File: src/rtl/branch_predictor_pkg.sv
// Shared types and helpers for the fetch-side branch predictor.
package bp_pkg;

    localparam int BP_ENTRIES_DEFAULT = 16;

    // 2-bit saturating direction counter; the MSB is the taken prediction.
    typedef enum logic [1:0] {
        SNT = 2'b00,
        WNT = 2'b01,
        WT  = 2'b10,
        ST  = 2'b11
    } bp_ctr_t;

    // One training step: count up on taken, down on not-taken, saturating both ways.
    function automatic bp_ctr_t bp_ctr_next(bp_ctr_t cur, logic taken);
        bp_ctr_t nxt;
        nxt = cur;
        case (cur)
            SNT:     nxt = taken ? WNT : SNT;
            WNT:     nxt = taken ? WT  : SNT;
            WT:      nxt = taken ? ST  : WNT;
            ST:      nxt = taken ? ST  : WT;
            default: nxt = WNT;
        endcase
        return nxt;
    endfunction

endpackage

File: src/rtl/branch_predictor_sat_counter.sv
// Combinational next-state for a 2-bit saturating counter, with a force-to-ST override.
module bp_sat_counter
    import bp_pkg::*;
(
    input  logic [1:0] i_cur,
    input  logic       i_taken,
    input  logic       i_force_st,
    output logic [1:0] o_nxt
);

    // Unconditional transfers pin the counter at strongly-taken.
    always_comb begin
        o_nxt = i_cur;
        if (i_force_st) begin
            o_nxt = ST;
        end else begin
            o_nxt = bp_ctr_next(bp_ctr_t'(i_cur), i_taken);
        end
    end

endmodule

File: src/rtl/branch_predictor.sv
// Direct-mapped BTB with 2-bit counters: zero-latency IF lookup, EX-stage
// mispredict detection/redirect, table training on the clock edge, and
// saturating performance counters.
module branch_predictor
    import bp_pkg::*;
#(
    parameter int ENTRIES = BP_ENTRIES_DEFAULT,
    parameter int IDX_W   = $clog2(ENTRIES),
    parameter int TAG_W   = 30 - IDX_W
) (
    input  logic        clk,
    input  logic        rst_n,
    input  logic [31:0] f_pc,
    output logic        f_pred_taken,
    output logic [31:0] f_pred_target,
    input  logic        r_valid,
    input  logic        r_is_jump,
    input  logic [31:0] r_pc,
    input  logic        r_taken,
    input  logic [31:0] r_target,
    input  logic        r_pred_taken,
    input  logic [31:0] r_pred_target,
    output logic        mispredict,
    output logic [31:0] redirect_pc,
    output logic [31:0] cnt_branches,
    output logic [31:0] cnt_mispred
);

    logic             r_tbl_vld [ENTRIES];
    logic [TAG_W-1:0] r_tbl_tag [ENTRIES];
    logic [31:0]      r_tbl_tgt [ENTRIES];
    bp_ctr_t          r_tbl_ctr [ENTRIES];
    logic [31:0]      r_cnt_br;
    logic [31:0]      r_cnt_mp;

    logic [IDX_W-1:0] w_f_idx;
    logic [TAG_W-1:0] w_f_tag;
    logic             w_f_hit;
    logic [31:0]      w_f_seq;
    logic [IDX_W-1:0] w_r_idx;
    logic [TAG_W-1:0] w_r_tag;
    logic             w_r_hit;
    logic [31:0]      w_r_seq;
    logic             w_act_taken;
    logic [31:0]      w_act_next;
    logic             w_mispredict;
    logic [1:0]       w_ctr_upd;
    bp_ctr_t          w_ctr_new;
    logic             w_unused_pc_bits;

    // Instruction PCs are word aligned; the low two bits carry no information.
    assign w_unused_pc_bits = &{1'b0, f_pc[1:0], r_pc[1:0]};

    assign w_f_idx = f_pc[IDX_W+1:2];
    assign w_f_tag = f_pc[31:IDX_W+2];
    assign w_f_seq = f_pc + 32'd4;
    assign w_r_idx = r_pc[IDX_W+1:2];
    assign w_r_tag = r_pc[31:IDX_W+2];
    assign w_r_seq = r_pc + 32'd4;

    // IF lookup reads the tables as they stand before any same-cycle update.
    always_comb begin
        w_f_hit       = r_tbl_vld[w_f_idx] && (r_tbl_tag[w_f_idx] == w_f_tag);
        f_pred_taken  = rst_n && w_f_hit && r_tbl_ctr[w_f_idx][1];
        f_pred_target = f_pred_taken ? r_tbl_tgt[w_f_idx] : w_f_seq;
    end

    // EX resolution: compare actual outcome against what IF predicted.
    always_comb begin
        w_act_taken  = r_is_jump | r_taken;
        w_act_next   = w_act_taken ? r_target : w_r_seq;
        w_mispredict = rst_n && r_valid &&
                       ((w_act_taken != r_pred_taken) ||
                        (w_act_taken && (r_target != r_pred_target)));
        mispredict   = w_mispredict;
        redirect_pc  = rst_n ? w_act_next : w_r_seq;
    end

    bp_sat_counter u_sat (
        .i_cur      (r_tbl_ctr[w_r_idx]),
        .i_taken    (w_act_taken),
        .i_force_st (r_is_jump),
        .o_nxt      (w_ctr_upd)
    );

    // A tag hit trains the existing counter; a miss allocates with a fresh bias.
    always_comb begin
        w_r_hit   = r_tbl_vld[w_r_idx] && (r_tbl_tag[w_r_idx] == w_r_tag);
        w_ctr_new = WNT;
        if (w_r_hit) begin
            w_ctr_new = bp_ctr_t'(w_ctr_upd);
        end else if (r_is_jump) begin
            w_ctr_new = ST;
        end else if (w_act_taken) begin
            w_ctr_new = WT;
        end
    end

    // Valid bits and counters clear asynchronously; trained on every resolved transfer.
    always_ff @(posedge clk or negedge rst_n) begin
        if (!rst_n) begin
            for (int i = 0; i < ENTRIES; i++) begin
                r_tbl_vld[i] <= 1'b0;
                r_tbl_ctr[i] <= WNT;
            end
        end else if (r_valid) begin
            r_tbl_vld[w_r_idx] <= 1'b1;
            r_tbl_ctr[w_r_idx] <= w_ctr_new;
        end
    end

    // Tag and target need no reset: they are only consulted behind a valid bit.
    always_ff @(posedge clk) begin
        if (r_valid) begin
            r_tbl_tag[w_r_idx] <= w_r_tag;
            if (w_act_taken) begin
                r_tbl_tgt[w_r_idx] <= r_target;
            end
        end
    end

    // Saturating performance counters for resolved transfers and mispredicts.
    always_ff @(posedge clk or negedge rst_n) begin
        if (!rst_n) begin
            r_cnt_br <= '0;
            r_cnt_mp <= '0;
        end else begin
            if (r_valid && (r_cnt_br != 32'hFFFF_FFFF)) begin
                r_cnt_br <= r_cnt_br + 32'd1;
            end
            if (w_mispredict && (r_cnt_mp != 32'hFFFF_FFFF)) begin
                r_cnt_mp <= r_cnt_mp + 32'd1;
            end
        end
    end

    assign cnt_branches = r_cnt_br;
    assign cnt_mispred  = r_cnt_mp;

endmodule
File: config.mk
export PLATFORM = sky130hd
export DESIGN_NAME = branch_predictor
export DESIGN_NICKNAME = d
export VERILOG_FILES = /design/src/rtl/branch_predictor_pkg.sv /design/src/rtl/branch_predictor_sat_counter.sv /design/src/rtl/branch_predictor.sv
export SDC_FILE = /design/constraint.sdc
export NUM_CORES = 2
export LEC_CHECK = 0
export CAP_MARGIN = 20
export CELL_PAD_IN_SITES_DETAIL_PLACEMENT = 0
export CELL_PAD_IN_SITES_GLOBAL_PLACEMENT = 1
export CORE_MARGIN = 4
export CORE_UTILIZATION = 52
export DETAILED_ROUTE_END_ITERATION = 8
export PLACE_DENSITY_LB_ADDON = 0.3
export SLEW_MARGIN = 15
export SYNTH_ARGS = -nofsm -noshare
export SYNTH_HDL_FRONTEND = slang
export SYNTH_SLANG_ARGS = --single-unit
File: constraint.sdc
create_clock -name clk -period 4.8 [get_ports clk]
set_input_delay 0.48 -clock clk [delete_from_list [all_inputs] [get_ports clk]]
set_output_delay 0.48 -clock clk [all_outputs]
set_load 0.01 [all_outputs]
==> flow_summary_export.csv <==
group,metric,value,unit
status,run_status,"finished clean",
grt,grt_first_pass_wirelength,200000,µm
synthesis,yosys.cell_types.count,66,
power,power-per-cell-area,373,nW/µm²
final_layout,final_area,54900,µm²
synthesis,register_bit_count_reported_by_yosys,1040,
power,power.share.sequential,0.507,
die,num_rows,109,
clock_tree,clock_tree_from_tritoncts,"built",
setup_path,data_required_time_at_the_worst_endpoint,4.32,ns
die,core_area,88400,µm²
power,static-leakage-power,18.5,nW
final_layout,stdcell_count,4200,
power,design_internal_power,15.7,mW
detailed_routing,post_drt_via_cell_ratio,6.59,
detailed_routing,routed-via-count,27670,
sta,holdWs,0.272,ns
setup_path,critical-path-top-delay-family,"multiplexers",
place,dp.final_hpwl,90700,µm
place,io_buffer_count,263,
power,power_frac_comb,0.106,
final_layout,final_layout_size_suffix_gt1_frac,0.273,
sta,timing_max_transition_violations_final,0,
detailed_routing,drt-pass1-iter-count,9,
setup_path,timing.critical_path.mode_cell,"sky130_fd_sc_hd__buf_12",
power,irDropWorstVdd,0.272,mV
clock_tree,cts.path.max_buffers,3,
setup_path,worst_setup_path_start_kind,"register",
sta,fmax,215,MHz
sta,max_slew_margin,0.275,
detailed_routing,detail_route.wirelength,139000,µm
synthesis,yosysWarningCount,0,
final_layout,most-common-layout-cells,"sky130_fd_sc_hd__edfxtp_1 (928), sky130_fd_sc_hd__mux4_2 (384), sky130_fd_sc_hd__clkdlybuf4s50_1 (222)",
sta,timing.final.crit_share,0.970,
grt,antenna_violations_before_repair,4,
synthesis,synth_ff_type,"sky130_fd_sc_hd__edfxtp_1",
clock_tree,cts_htree_levels,3,
sta,timing.final.crit_period,4.66,ns
sta,hold_viol_final,0,
clock_tree,cts_buffers,104,
synthesis,post_synth.cell_area_avg,18.4,µm²
grt,pin_count_of_the_biggest_net_entering_global_routing,109,
synthesis,netlist_instances,2526,
clock_tree,cts_num_sinks,1040,
grt,first_global_vias,27721,
final_layout,nNetsFinal,3089,
synthesis,synth.yosys.seq_area_share,0.662,
synthesis,synthesis.nets,2667,
final_layout,final_common_cell,"sky130_fd_sc_hd__edfxtp_1",
detailed_routing,routedWlPerCell,33.2,µm
die,die_x,307,µm
place,globalplace.congestion,0.903,
die,io_pins,264,
grt,global_route.overflow_total,0,
power,power.switching,4.81,mW
final_layout,utilization,0.621,
place,place_area,51600,µm²
setup_path,cp_cell_sequence,"mux4_2, mux4_2, xor2_1, nor4_1, buf_4, nand4_1, nor4_4, buf_12, buf_12, buf_12, mux2_1, clkbuf_2",
final_layout,area_growth_syn_to_layout,18.3,%
setup_path,critical_path_peak_fanout,8,
sta,rsz0062_at_grt,"no",
sta,finalSetupViolCount,0,
grt,gr-usage-all-layers,0.296,
setup_path,setup.worst_path.class,"register to primary output",
job,max_cap_violations,0,
sta,worst_slew_pin_slew,1.07,ns
final_layout,layout.filler_cells,6238,
sta,total_negative_setup_slacks,0,ns
synthesis,synth_area,46400,µm²
clock_tree,clk_latency,0.69,ns
power,pwr-share-clk,0.387,
sta,clock_skew,0.0428,ns
power,p_sw_frac,0.235,
clock_tree,cts_root_buf,"sky130_fd_sc_hd__clkbuf_16",
setup_path,cp_data_arrival_time,4.18,ns
clock_tree,clkTransAtPathRegs,0.06,ns
die,floorplan.die_area,94000,µm²
die,start_util,0.525,
place,place.detailed.instances,3999,
synthesis,ys_async_rst_share,0.108,
synthesis,synth-edff-count,928,
detailed_routing,drcViolationCount,0,
setup_path,timing.critical_path.slowest_stage_cell,"sky130_fd_sc_hd__mux4_2",
detailed_routing,ant_nets,0,
setup_path,worstSetupEndpointType,"primary output",
setup_path,critical-path-max-stage-delay,0.56,ns
hold_path,timing.hold.worst.class,"input pin to asynchronous set/reset pin",
setup_path,cp.buffers_inverters,5,
die,die_h,307,µm
detailed_routing,detailedRoute.firstIterationViolations,3792,
[Yosys cell counts (all sizes together), types with 36 or more instances]
master	n	area (µm²)
mux2	43	484
xnor2	133	1160
nand3	78	390
clkbuf	58	218
mux2i	58	581
edfxtp	928	27900
inv	46	173
xor2	65	569
nor2	85	319
o21ai	55	275
mux4	384	8650
buf	85	498
dfrtp	96	2400
nand2	105	394
a21oi	52	260
nand4	36	225
[power groups by stage]
| stage | combinational (mW) | sequential, mW | clock [mW] |
|---|---|---|---|
| 2_1_floorplan | 1.12 | 10.5 | 0 |
| 3_3_place_gp | 2.13 | 10.5 | 0 |
| 3_5_place_dp | 2.17 | 10.5 | 0 |
| 4_1_cts | 2.17 | 10.4 | 8.03 |
| 5_1_grt | 2.29 | 10.4 | 8.45 |
| 6_report | 2.17 | 10.4 | 7.92 |
[path summary, 6_finish.rpt]
check	from	end	slack [ns]	depth (start not counted)
worst min-delay path	rst_n	r_tbl_vld[1]	0.27	2
worst max register to register	r_tbl_tag[1][19]	r_tbl_ctr[6]	1.23	10
max in group asynchronous	rst_n	cnt_branches[16]	3.35	3
worst max-delay path	r_tbl_tag[2][18]	f_pred_target[16]	0.14	12
min in group clk	r_tbl_ctr[20]	r_tbl_ctr[20]	0.46	2
worst min register to register	r_tbl_ctr[20]	r_tbl_ctr[20]	0.46	2
[per-layer routing]
metal | global-route usage | part of all wire | vias to the layer above
met5 | 0 | 0.00019 | -
met4 | 0.0953 | 0.036 | 4
met3 | 0.0658 | 0.11 | 274
met2 | 0.476 | 0.48 | 1853
met1 | 0.410 | 0.37 | 14427
li1 | - | - | 11112
[logic make-up (layout without fill, tap and decap cells)]
group | after synthesis | after routing | share of synthesized area
AO/OA/AOI/OAI | 177 | 177 | 0.0240
XOR/XNOR | 198 | 198 | 0.0374
adder cells (fa/ha/maj) | 8 | 8 | 0.00210
buffers and inverters | 189 | 697 | 0.0192
flip-flops | 1040 | 1040 | 0.662
multiplexers | 485 | 485 | 0.209
other | 0 | 1 | 0
AND/OR/NAND/NOR | 429 | 429 | 0.0462
[state kept, by name, indices dropped and copies added, names as in the netlist]
signal and flops:
r_tbl_tgt 512, r_tbl_tag 416, cnt_branches 32, cnt_mispred 32, r_tbl_ctr 32, r_tbl_vld 16
[cell type report]
| cell class | count | area [µm²] | share of cell area |
|---|---|---|---|
| antenna | 1 | 2.50 | 0.0000456 |
| clock buffer | 133 | 2780 | 0.0507 |
| tap | 1165 | 1460 | 0.0266 |
| inverter | 46 | 173 | 0.00315 |
| multi-input combinational | 1297 | 15000 | 0.273 |
| timing repair buffer | 459 | 4260 | 0.0776 |
| clock inverter | 59 | 546 | 0.00994 |
| sequential | 1040 | 30700 | 0.559 |
[stage by stage]
| step | worst slack, ns | total power, mW |
|---|---|---|
| after floorplan | 0.849 | 11.6 |
| after global placement | -0.0763 | 12.7 |
| after detailed placement | -0.0577 | 12.7 |
| after CTS | -0.0193 | 20.6 |
| after global routing | 0.00373 | 21.1 |
| final | 0.142 | 20.5 |
[what timing repair did]
action                                  in CTS  in global routing
buffers inserted                             7                  0
resized for setup                           82                 22
hold buffers                                 1                  0
hold endpoints to repair                    16                  0
pin swaps                                    2                  3
endpoints found under the setup margin      32                 33
No activity file was read; power rests on OpenSTA's default activity.
